<file path="src/rtl/uart_tx.sv">
// UART transmitter: 1 start bit, 8 data bits LSB first, STOP_BITS stop bits.
// The divisor is latched at frame acceptance; dropping tx_en aborts a frame.
//
// state    | meaning
// ---------+-----------------------------------------------------------
// ST_IDLE  | line high, waiting for tx_en && tx_start
// ST_START | line low for one bit period
// ST_DATA  | line carries shift_q[0]; eight bit periods, LSB first
// ST_STOP  | line high for STOP_BITS bit periods, then done pulse
module uart_tx #(
   parameter int STOP_BITS = 1
) (
   input  logic        clk,
   input  logic        arst_n,
   input  logic        tx_en,
   input  logic [31:0] baud_div,
   input  logic        tx_start,
   input  logic [7:0]  tx_data_in,
   output logic        tx_serial,
   output logic        tx_busy,
   output logic        tx_done_tick
);

   typedef enum logic [1:0] {ST_IDLE, ST_START, ST_DATA, ST_STOP} state_t;

   // index of the last stop bit (only 1 or 2 stop bits are legal)
   localparam logic STOP_LAST = (STOP_BITS == 2) ? 1'b1 : 1'b0;

   state_t      state_q, state_d;
   logic [31:0] cnt_q, cnt_d;
   logic [31:0] div_q, div_d;
   logic [2:0]  bit_idx_q, bit_idx_d;
   logic        stop_idx_q, stop_idx_d;
   logic [7:0]  shift_q, shift_d;
   logic        serial_q, serial_d;
   logic        done_q, done_d;
   logic        bit_end;

   assign bit_end      = (cnt_q == (div_q - 32'd1));
   assign tx_serial    = serial_q;
   assign tx_busy      = (state_q != ST_IDLE);
   assign tx_done_tick = done_q;

   // next-state, datapath and registered-output values
   always_comb begin
      state_d    = state_q;
      cnt_d      = cnt_q;
      div_d      = div_q;
      bit_idx_d  = bit_idx_q;
      stop_idx_d = stop_idx_q;
      shift_d    = shift_q;
      serial_d   = 1'b1;
      done_d     = 1'b0;

      case (state_q)
         ST_IDLE: begin
            if (tx_en && tx_start) begin
               shift_d  = tx_data_in;
               div_d    = (baud_div == 32'd0) ? 32'd1 : baud_div;
               cnt_d    = 32'd0;
               state_d  = ST_START;
               serial_d = 1'b0;
            end
         end
         ST_START: begin
            serial_d = 1'b0;
            if (bit_end) begin
               cnt_d     = 32'd0;
               bit_idx_d = 3'd0;
               state_d   = ST_DATA;
               serial_d  = shift_q[0];
            end else begin
               cnt_d = cnt_q + 32'd1;
            end
         end
         ST_DATA: begin
            serial_d = shift_q[0];
            if (bit_end) begin
               cnt_d   = 32'd0;
               shift_d = {1'b0, shift_q[7:1]};
               if (bit_idx_q == 3'd7) begin
                  stop_idx_d = 1'b0;
                  state_d    = ST_STOP;
                  serial_d   = 1'b1;
               end else begin
                  bit_idx_d = bit_idx_q + 3'd1;
                  serial_d  = shift_q[1];
               end
            end else begin
               cnt_d = cnt_q + 32'd1;
            end
         end
         ST_STOP: begin
            serial_d = 1'b1;
            if (bit_end) begin
               cnt_d = 32'd0;
               if (stop_idx_q == STOP_LAST) begin
                  state_d = ST_IDLE;
                  done_d  = 1'b1;
               end else begin
                  stop_idx_d = stop_idx_q + 1'b1;
               end
            end else begin
               cnt_d = cnt_q + 32'd1;
            end
         end
         default: begin
            state_d = ST_IDLE;
         end
      endcase

      // losing the enable mid-frame drops the frame without a done pulse
      if (!tx_en && (state_q != ST_IDLE)) begin
         state_d  = ST_IDLE;
         cnt_d    = 32'd0;
         serial_d = 1'b1;
         done_d   = 1'b0;
      end
   end

   // state and datapath registers; reset leaves the line idle high
   always_ff @(posedge clk or negedge arst_n) begin
      if (!arst_n) begin
         state_q    <= ST_IDLE;
         cnt_q      <= 32'd0;
         div_q      <= 32'd1;
         bit_idx_q  <= 3'd0;
         stop_idx_q <= 1'b0;
         shift_q    <= 8'd0;
         serial_q   <= 1'b1;
         done_q     <= 1'b0;
      end else begin
         state_q    <= state_d;
         cnt_q      <= cnt_d;
         div_q      <= div_d;
         bit_idx_q  <= bit_idx_d;
         stop_idx_q <= stop_idx_d;
         shift_q    <= shift_d;
         serial_q   <= serial_d;
         done_q     <= done_d;
      end
   end

endmodule

</file>
<file path="config.mk">
export PLATFORM = sky130hd
export DESIGN_NAME = uart_tx
export DESIGN_NICKNAME = d
export VERILOG_FILES = /design/src/rtl/uart_tx.sv
export SDC_FILE = /design/constraint.sdc
export NUM_CORES = 1
export LEC_CHECK = 0
export CORE_MARGIN = 2
export CORE_UTILIZATION = 25
export CTS_CLUSTER_DIAMETER = 120
export DETAILED_ROUTE_END_ITERATION = 6
export PLACE_DENSITY = 0.38
export SLEW_MARGIN = 20
export SYNTH_ARGS = -nofsm -noshare
export SYNTH_HDL_FRONTEND = slang
export SYNTH_SLANG_ARGS = --single-unit
</file>
<file path="constraint.sdc">
create_clock -name clk -period 4.1 [get_ports clk]
set_input_delay 0.615 -clock clk [delete_from_list [all_inputs] [get_ports clk]]
set_output_delay 0.615 -clock clk [all_outputs]
set_load 0.02 [all_outputs]
</file>
==> flow_summary_export.csv, run 1 <==
group,metric,value,unit
sta,min_period_over_period,90.9,%
sta,drv_slew,0,
layout,drive_above_1_share,14.3,%
grt,antenna_found_initial,0,
synthesis,yosys-top-cells-area,"dfrtp_1 (35%), mux2_2 (6.8%), nand2_1 (3.8%)",
die,dieArea,23000,um^2
sta,finalHoldViolations,0,
critical_path,r2r_start,"div_q[7]",
synthesis,ys_seq_area_share,36.3,%
critical_path,worst_ep_required_time,4340,ps
synthesis,ys_async_sr_fraction,100,%
layout,area_growth,19.5,%
cts,clock_tree.root_cell,"clkbuf_16",
synthesis,syn_nets,664,
place,dpl_cell_area,6220,um^2
sta,tightest_slew,802,ps
die,die_w,152,um
synthesis,synth.most_common_cell,"dfrtp_1",
die,die_y,152,um
critical_path,cp_max_fo,21,
grt,grt_max_degree,59,
critical_path,crit_buf_inv,1,
layout,fin_area,6530,um^2
sta,slew_headroom,46.6,%
sta,max_freq,268,MHz
critical_path,critPathMaxStageDelay,660,ps
cts,cts_setup_buffers,0,
critical_path,crit_family,"simple AND/OR/NAND/NOR gates",
critical_path,cp_cell_sequence,"nor4_1 -> nand4_1 -> o41ai_1 -> nand3_1 -> nor4_2 -> a21oi_2 -> buf_12 -> a21o_1 -> a22o_1",
critical_path,r2r_slack,370,ps
grt,grt_overflow,0,
grt,grt_pass1_wl,26700,um
cts,cts-resized-gates,0,
synthesis,synth_edf_count,0,
routing,drc,0,
routing,initialDrtViolationCount,348,
routing,vias,4833,
critical_path,path_class,"reg2reg",
grt,grt_pass1_vias,4786,
synthesis,synth.distinct_cells,67,
critical_path,worst_ep_arrival_time,3970,ps
hold_path,hold_path_class,"in2async",
cts,clock_sinks,79,
layout,antenna_cells,0,
synthesis,ys_seq_elements,79,
synthesis,synthCells,612,
routing,routedWlPerCell,17.8,um
synthesis,avgSynthCellArea,8.92,um^2
critical_path,cp-start-kind,"flop",
cts,clk_latency,360,ps
critical_path,slowest_stage,"o41ai_1",
routing,dr.pass1.iters,5,
power,finalPower,3.99,mW
sta,setup_slack,373,ps
critical_path,r2r.worst_path.cells,9,
place,dp_slack,459,ps
layout,fill_cells,2290,
die,ios,47,
synthesis,syn-cell-area,5460,um^2
cts,ctsLongestPathBuffers,2,
layout,post-route-util,30.2,%
power,power.leakage,2.48,nW
sta,rsz0062_at_grt,"no",
place,dp_hpwl,12400,um
synthesis,ys.flop_type,"dfrtp_1",
die,coreArea,21600,um^2
sta,fin_skew,9.08,ps
place,io_buffers,46,
cts,cts_tree,"built",
synthesis,ys_warn_count,0,
synthesis,yosys.area.top_type,"dfrtp_1",
cts,h-tree-depth,3,
synthesis,synthDominantCellAreaShare,35.3,%
critical_path,endpoint_kind,"flop",
run,drv_cap,0,
sta,setup-violations-final,0,
routing,vias_per_cell,5.19,
cts,cts.clk_slew.worst_paths,70,ps
layout,nNetsFinal,699,
cts,cts_hold_buf,0,
synthesis,synth_commonest_cells,"dfrtp_1 (77), nand2_1 (56), nor2_1 (35)",
run_status,outcome,"complete, no violations",
place,gp_congestion,0.846,
cts,cts_inserted_buffers,9,
die,row_count,54,
sta,tns,0,ps
power,peakVddDrop,0.224,mV
routing,ant_nets,0,
grt,grtUsageTotal,15.2,%
sta,period_needed,3730,ps
critical_path,reg2reg_to,"cnt_q[11]",
die,start_util,25.3,%
routing,drt-total-wl,16600,um
power,powerDensity,611,nW/um^2
==> worst max path at each step <==
stage | startpoint | to | slack (ps) | cells past startpoint
6_report | div_q[7] | cnt_q[11] | 370 | 9
5_1_grt | div_q[7] | cnt_q[15] | 140 | 9
4_1_cts | div_q[7] | cnt_q[15] | 460 | 9
3_5_place_dp | div_q[7] | cnt_q[11] | 460 | 9
3_3_place_gp | div_q[7] | cnt_q[11] | 480 | 9
2_1_floorplan | div_q[16] | cnt_q[15] | 1010 | 11
==> registers in the layout (all words and copies together) (netlist names) <==
signal and cells:
bit_idx_q 3, cnt_q 32, div_q 32, shift_q 8, state_q 2, tx_done_tick 1
tx_serial 1
==> cells by family (layout without fill, tap and decap cells) <==
| group | after synthesis | after routing | share of synthesized area, % |
|---|---|---|---|
| multiplexers | 47 | 47 | 9.37 |
| adder cells (fa/ha/maj) | 8 | 8 | 1.83 |
| AO/OA/AOI/OAI | 109 | 109 | 13.4 |
| AND/OR/NAND/NOR | 272 | 272 | 28.0 |
| flip-flops | 79 | 79 | 36.3 |
| buffers and inverters | 54 | 94 | 4.33 |
| XOR/XNOR | 43 | 43 | 6.90 |
==> worst reg2reg max path, stage by stage (launching register included) <==
cell	delay [ps]
dfrtp_1	470
nor4_1	610
nand4_1	500
o41ai_1	670
nand3_1	160
nor4_2	420
a21oi_2	250
buf_12	220
a21o_1	160
a22o_1	170
==> area by class of cell <==
type                       count  area [um^2]  share of cell area, %
clock inverter                 6         70.1                   1.07
tap                          280          350                   5.37
timing repair buffer          58          561                   8.59
sequential                    79         1980                   30.3
multi-input combinational    479         3250                   49.8
inverter                      20         75.1                   1.15
clock buffer                  10          239                   3.66
==> layout by cell type, fill, tap and decap left out, drive strengths merged, types with 7 or more instances in the layout <==
cell type,synthesis,routed
mux2i,14,14
nand4,14,14
nor4,28,28
clkdlybuf4s50,0,45
nor2,36,36
inv,20,20
nand3,34,34
xor2,19,19
nor3,43,43
or4,7,7
mux2,33,33
o21ai,27,27
ha,8,8
xnor2,24,24
a21oi,23,23
or3,8,8
dfrtp,77,77
nand2,56,56
o21a,9,9
clkbuf,22,10
and3,18,18
buf,12,13
==> layer usage <==
layer,track usage (%),vias up,part of all wire (%)
met5,0,-,0
met1,20.4,2372,48
met2,24.8,101,47
met4,4.44,0,1.7
li1,-,2336,-
met3,2.93,24,3.3
==> metrics by stage <==
stage | hold WS, ps | std cells
4_1_cts | 392 | 932
3_5_place_dp | 509 | 916
5_1_grt | 426 | 932
2_1_floorplan | 319 | 612
3_3_place_gp | 509 | 916
6_report | 353 | 932
==> power breakdown <==
group / switching, mW / internal [mW]
clock network: 0.367 / 0.492
logic: 0.958 / 0.798
registers: 0.353 / 1.02
Power figures use the tool's default switching activity.
==> run 2: changes to the inputs <==
--- a/config.mk
+++ b/config.mk
@@ -9,7 +9,8 @@
 export CORE_UTILIZATION = 25
 export CTS_CLUSTER_DIAMETER = 120
 export DETAILED_ROUTE_END_ITERATION = 6
-export PLACE_DENSITY = 0.38
+export DONT_BUFFER_PORTS = 1
+export PLACE_DENSITY = 0.35
 export SLEW_MARGIN = 20
 export SYNTH_ARGS = -nofsm -noshare
 export SYNTH_HDL_FRONTEND = slang
==> run 2 against run 1 <==
- via count shrank 3.6%
- sequential cell count is the same
- global-route usage grew 0.21 points
- critical endpoint unchanged
- largest cell class unchanged
==> flow_summary_export.csv, run 2 (same netlist as run 1, synthesis figures left out) <==
group,metric,value,unit
sta,finalHoldViolations,0,
power,switchingPower,1.67,mW
routing,ant_nets,0,
power,power_frac_comb,44.3,%
layout,fin_area,6080,um^2
die,dieArea,23000,um^2
power,powerDensity,637,nW/um^2
routing,drc,0,
sta,period_needed,3680,ps
hold_path,hold_path_class,"in2async",
grt,grt_max_degree,78,
cts,clock_sinks,79,
grt,grt_overflow,0,
run,drv_cap,0,
place,dpl_cell_area,5770,um^2
die,start_util,25.3,%
layout,area_growth,11.3,%
place,dp_hpwl,12400,um
cts,clk_latency,350,ps
grt,grt_pass1_wl,27000,um
power,swShare,43.1,%
power,p_clk_share,20.5,%
sta,setup-violations-final,0,
grt,grtUsageTotal,15.4,%
place,io_buffers,0,
critical_path,endpoint_kind,"flop",
sta,tightest_slew,966,ps
critical_path,worst_ep_required_time,4340,ps
critical_path,worst_ep_arrival_time,3920,ps
die,row_count,54,
layout,fin_cells,887,
routing,routedWlPerCell,18.9,um
cts,cts.clk_slew.worst_paths,70,ps
layout,reg.largest.list,"cnt_q x32, div_q x32, shift_q x8",
sta,rsz0062_at_grt,"no",
sta,slew_headroom,35.5,%
sta,drv_slew,0,
place,dp_cells,870,
cts,clock_tree.root_cell,"clkbuf_16",
grt,antenna_found_initial,0,
die,die_w,152,um
die,coreArea,21600,um^2
run_status,outcome,"complete, no violations",
grt,grt_pass1_vias,4713,
die,die_y,152,um
cts,cts_inserted_buffers,9,
die,ios,47,
layout,drive_above_1_share,15.3,%
sta,max_freq,272,MHz
routing,dr.pass1.iters,4,
sta,fin_skew,10.4,ps
sta,tns,0,ps
layout,final_cell_mix,"dfrtp_1 (77), nand2_1 (55), nor2_1 (35)",
routing,initialDrtViolationCount,281,
power,peakVddDrop,0.245,mV
power,internal_power,2.20,mW
layout,final_common_cell,"dfrtp_1",
power,power.leakage,2.30,nW
critical_path,cp-start-kind,"flop",
cts,cts_tree,"built",
layout,nNetsFinal,654,
sta,min_period_over_period,89.6,%
place,gp_congestion,0.824,
critical_path,cp_max_fo,22,
critical_path,path_class,"reg2reg",
routing,vias,4658,
routing,vias_per_cell,5.25,
cts,ctsLongestPathBuffers,2,
routing,drt-total-wl,16700,um
layout,antenna_cells,0,
cts,h-tree-depth,3,
power,seq_power_share,35.2,%
==> run 2: cell type report <==
type | count | area [um^2]
inverter | 20 | 75.1
clock buffer | 10 | 239
fill | 2325 | 15500
sequential | 79 | 1980
timing repair buffer | 13 | 130
tap | 280 | 350
clock inverter | 6 | 46.3
multi-input combinational | 479 | 3260
==> run 2: power groups by stage <==
stage | sequential (mW) | clock (mW) | combinational (mW)
2_1_floorplan | 1.23 | 0 | 1.38
3_3_place_gp | 1.37 | 0 | 1.71
3_5_place_dp | 1.38 | 0 | 1.70
4_1_cts | 1.37 | 0.821 | 1.73
5_1_grt | 1.42 | 0.859 | 1.91
6_report | 1.36 | 0.795 | 1.72
==> run 2: stage by stage <==
stage	util [%]	total power [mW]	hold WS (ps)	setup slack (ps)
final	28.1	3.87	100	424
after global routing	28.1	4.18	80.5	103
after CTS	28.1	3.92	87.0	384
after detailed placement	26.7	3.09	327	410
after global placement	26.7	3.08	327	519
after floorplan	-	2.61	319	1010
==> run 2: routing by layer <==
layer  track usage (%)  vias to the layer above  part of all wire, %
li1                  -                     2242                    -
met1              21.5                     2284                   48
met2              23.9                      102                   46
met3              2.63                       30                  4.0
met4              5.83                        0                  2.4
met5                 0                        -                    0
==> run 2: path summary, 6_finish.rpt <==
kind / startpoint / endpoint / slack [ps] / cells past startpoint
max in group asynchronous: arst_n / div_q[17] / 3580 / 1
setup reg to reg: div_q[8] / cnt_q[11] / 420 / 9
min in group clk: baud_div[26] / div_q[26] / 410 / 1
hold / removal: arst_n / tx_serial / 100 / 0
hold reg to reg: bit_idx_q[0] / bit_idx_q[0] / 530 / 1
setup / recovery: div_q[8] / cnt_q[11] / 420 / 9
==> run 2: what timing repair did <==
| action | in CTS | in global routing |
|---|---|---|
| gates resized for setup | 0 | 0 |
| hold buffers | 1 | 0 |
| endpoints found under the hold margin | 77 | 0 |
| buffers inserted | 0 | 0 |
| endpoints found under the setup margin | 0 | 0 |
==> run 2: worst max-delay path, stage by stage (launching register included) <==
cell     delay, ps
dfrtp_1        500
nor4_1         570
nand4_1        450
o41ai_1        670
nand3_1        160
nor4_2         430
a21oi_2        240
buf_12         220
a21o_1         160
a22o_1         170
==> run 3: changes to the inputs <==
--- a/config.mk
+++ b/config.mk
@@ -6,11 +6,11 @@
 export NUM_CORES = 1
 export LEC_CHECK = 0
 export CORE_MARGIN = 2
-export CORE_UTILIZATION = 25
+export CORE_UTILIZATION = 50
 export CTS_CLUSTER_DIAMETER = 120
 export DETAILED_ROUTE_END_ITERATION = 6
 export DONT_BUFFER_PORTS = 1
-export PLACE_DENSITY = 0.35
+export PLACE_DENSITY = 0.62
 export SLEW_MARGIN = 20
 export SYNTH_ARGS = -nofsm -noshare
 export SYNTH_HDL_FRONTEND = slang
==> run 3 against run 2 <==
- register-to-register slack improved by 20 ps
- global-route usage increased by 9.7 points
- clock power decreased by 24%
- combinational power decreased by 6%
- final area decreased by 5.3%
- sequential cell count unchanged
- sequential share of layout area increased by 1.8 points
- utilization increased by 25 points
- clock skew increased by 5.0 ps
- worst hold slack got worse by 35 ps
==> flow_summary_export.csv, run 3 (same netlist as run 1, synthesis figures left out) <==
group,metric,value,unit
cts,ctsLongestPathBuffers,2,
cts,clock_sinks,79,
sta,tns,0,ps
layout,nNetsFinal,649,
critical_path,cp-start-kind,"flop",
cts,cts-resized-gates,0,
layout,fill_cells,1020,
grt,grtUsageTotal,25.1,%
die,die_y,109,um
power,powerDensity,623,nW/um^2
place,dp_hpwl,10100,um
sta,period_needed,3660,ps
place,dpl_cell_area,5530,um^2
sta,fin_skew,15.5,ps
layout,regArea,1980,um^2
power,peakVddDrop,0.419,mV
die,die_w,109,um
sta,rsz0062_at_grt,"no",
die,dieArea,11800,um^2
cts,cts.clk_slew.worst_paths,90,ps
cts,cts_hold_buf,1,
hold_path,hold_path_class,"in2async",
grt,antenna_found_initial,0,
critical_path,cp_max_fo,28,
layout,antenna_cells,0,
sta,finalHoldViolations,0,
grt,grt_pass1_wl,22700,um
routing,initialDrtViolationCount,284,
cts,cts_setup_buffers,0,
sta,max_freq,273,MHz
sta,setup-violations-final,0,
layout,area_growth,5.43,%
layout,post-route-util,53.6,%
place,gp_congestion,0.880,
layout,reg.largest.list,"cnt_q x32, div_q x32, shift_q x8",
cts,cts_inserted_buffers,9,
routing,drc,0,
cts,clock_tree.root_cell,"clkbuf_8",
power,power.leakage,2.22,nW
sta,tightest_slew,684,ps
layout,final_cell_mix,"dfrtp_1 (77), nand2_1 (56), nor2_1 (35)",
routing,drt-total-wl,13700,um
critical_path,worst_ep_required_time,4340,ps
die,ios,47,
cts,clk_latency,380,ps
grt,grt_pass1_vias,4273,
cts,h-tree-depth,3,
routing,ant_nets,0,
power,finalPower,3.58,mW
critical_path,endpoint_kind,"flop",
grt,grt_max_degree,78,
grt,grt_overflow,0,
run,drv_cap,0,
place,io_buffers,0,
routing,vias,4557,
layout,final_common_cell,"dfrtp_1",
cts,cts_tree,"built",
layout,multiInputGateArea,3250,um^2
critical_path,path_class,"reg2reg",
run_status,outcome,"complete, no violations",
routing,dr.pass1.iters,5,
routing,vias_per_cell,6.14,
sta,min_period_over_period,89.3,%
critical_path,worst_ep_arrival_time,3900,ps
layout,drive_above_1_share,14.3,%
die,start_util,50.8,%
sta,drv_slew,0,
routing,routedWlPerCell,18.5,um
layout,fin_area,5760,um^2
sta,slew_headroom,54.4,%
die,coreArea,10700,um^2
die,row_count,38,
run 3: cell type report:
| type | count | share of cell area, % |
|---|---|---|
| tap | 140 | 3.04 |
| inverter | 20 | 1.30 |
| clock inverter | 5 | 1.00 |
| timing repair buffer | 8 | 1.39 |
| multi-input combinational | 479 | 56.4 |
| clock buffer | 11 | 2.46 |
| sequential | 79 | 34.4 |
run 3: stage by stage:
step	setup slack [ps]	hold slack, ps	std cells
6_report	440	65.2	742
5_1_grt	150	39.5	742
4_1_cts	404	49.1	742
3_5_place_dp	434	324	725
3_3_place_gp	498	323	725
2_1_floorplan	1010	319	612
run 3: report_power, final:
part           switching (mW)  internal (mW)  total, mW
Sequential              0.345           1.02       1.36
Combinational           0.885          0.730       1.61
Clock                   0.309          0.297      0.606
run 3: worst paths after layout:
check	start	to	slack, ps	cells after the start
max	div_q[8]	cnt_q[16]	440	9
min in group clk	baud_div[4]	div_q[4]	380	1
min	arst_n	tx_serial	70	0
min reg2reg	bit_idx_q[0]	bit_idx_q[0]	530	1
max reg2reg	div_q[8]	cnt_q[16]	440	9
max in group asynchronous	arst_n	div_q[7]	3620	1
run 3: per-layer routing:
metal / global-route usage (%) / up-vias / share of wire (%)
li1: - / 2226 / -
met1: 38.0 / 2178 / 51
met2: 35.8 / 134 / 43
met3: 4.58 / 19 / 4.7
met4: 8.52 / 0 / 1.8
met5: 0 / - / 0
run 3: critical path, stage by stage (launching register included):
cell	delay [ps]
dfrtp_1	500
or4_4	580
or3_4	410
o41ai_1	450
o31ai_1	170
nor2_1	110
nor4b_2	390
nand3_4	380
nand2_1	400
o21ai_0	140
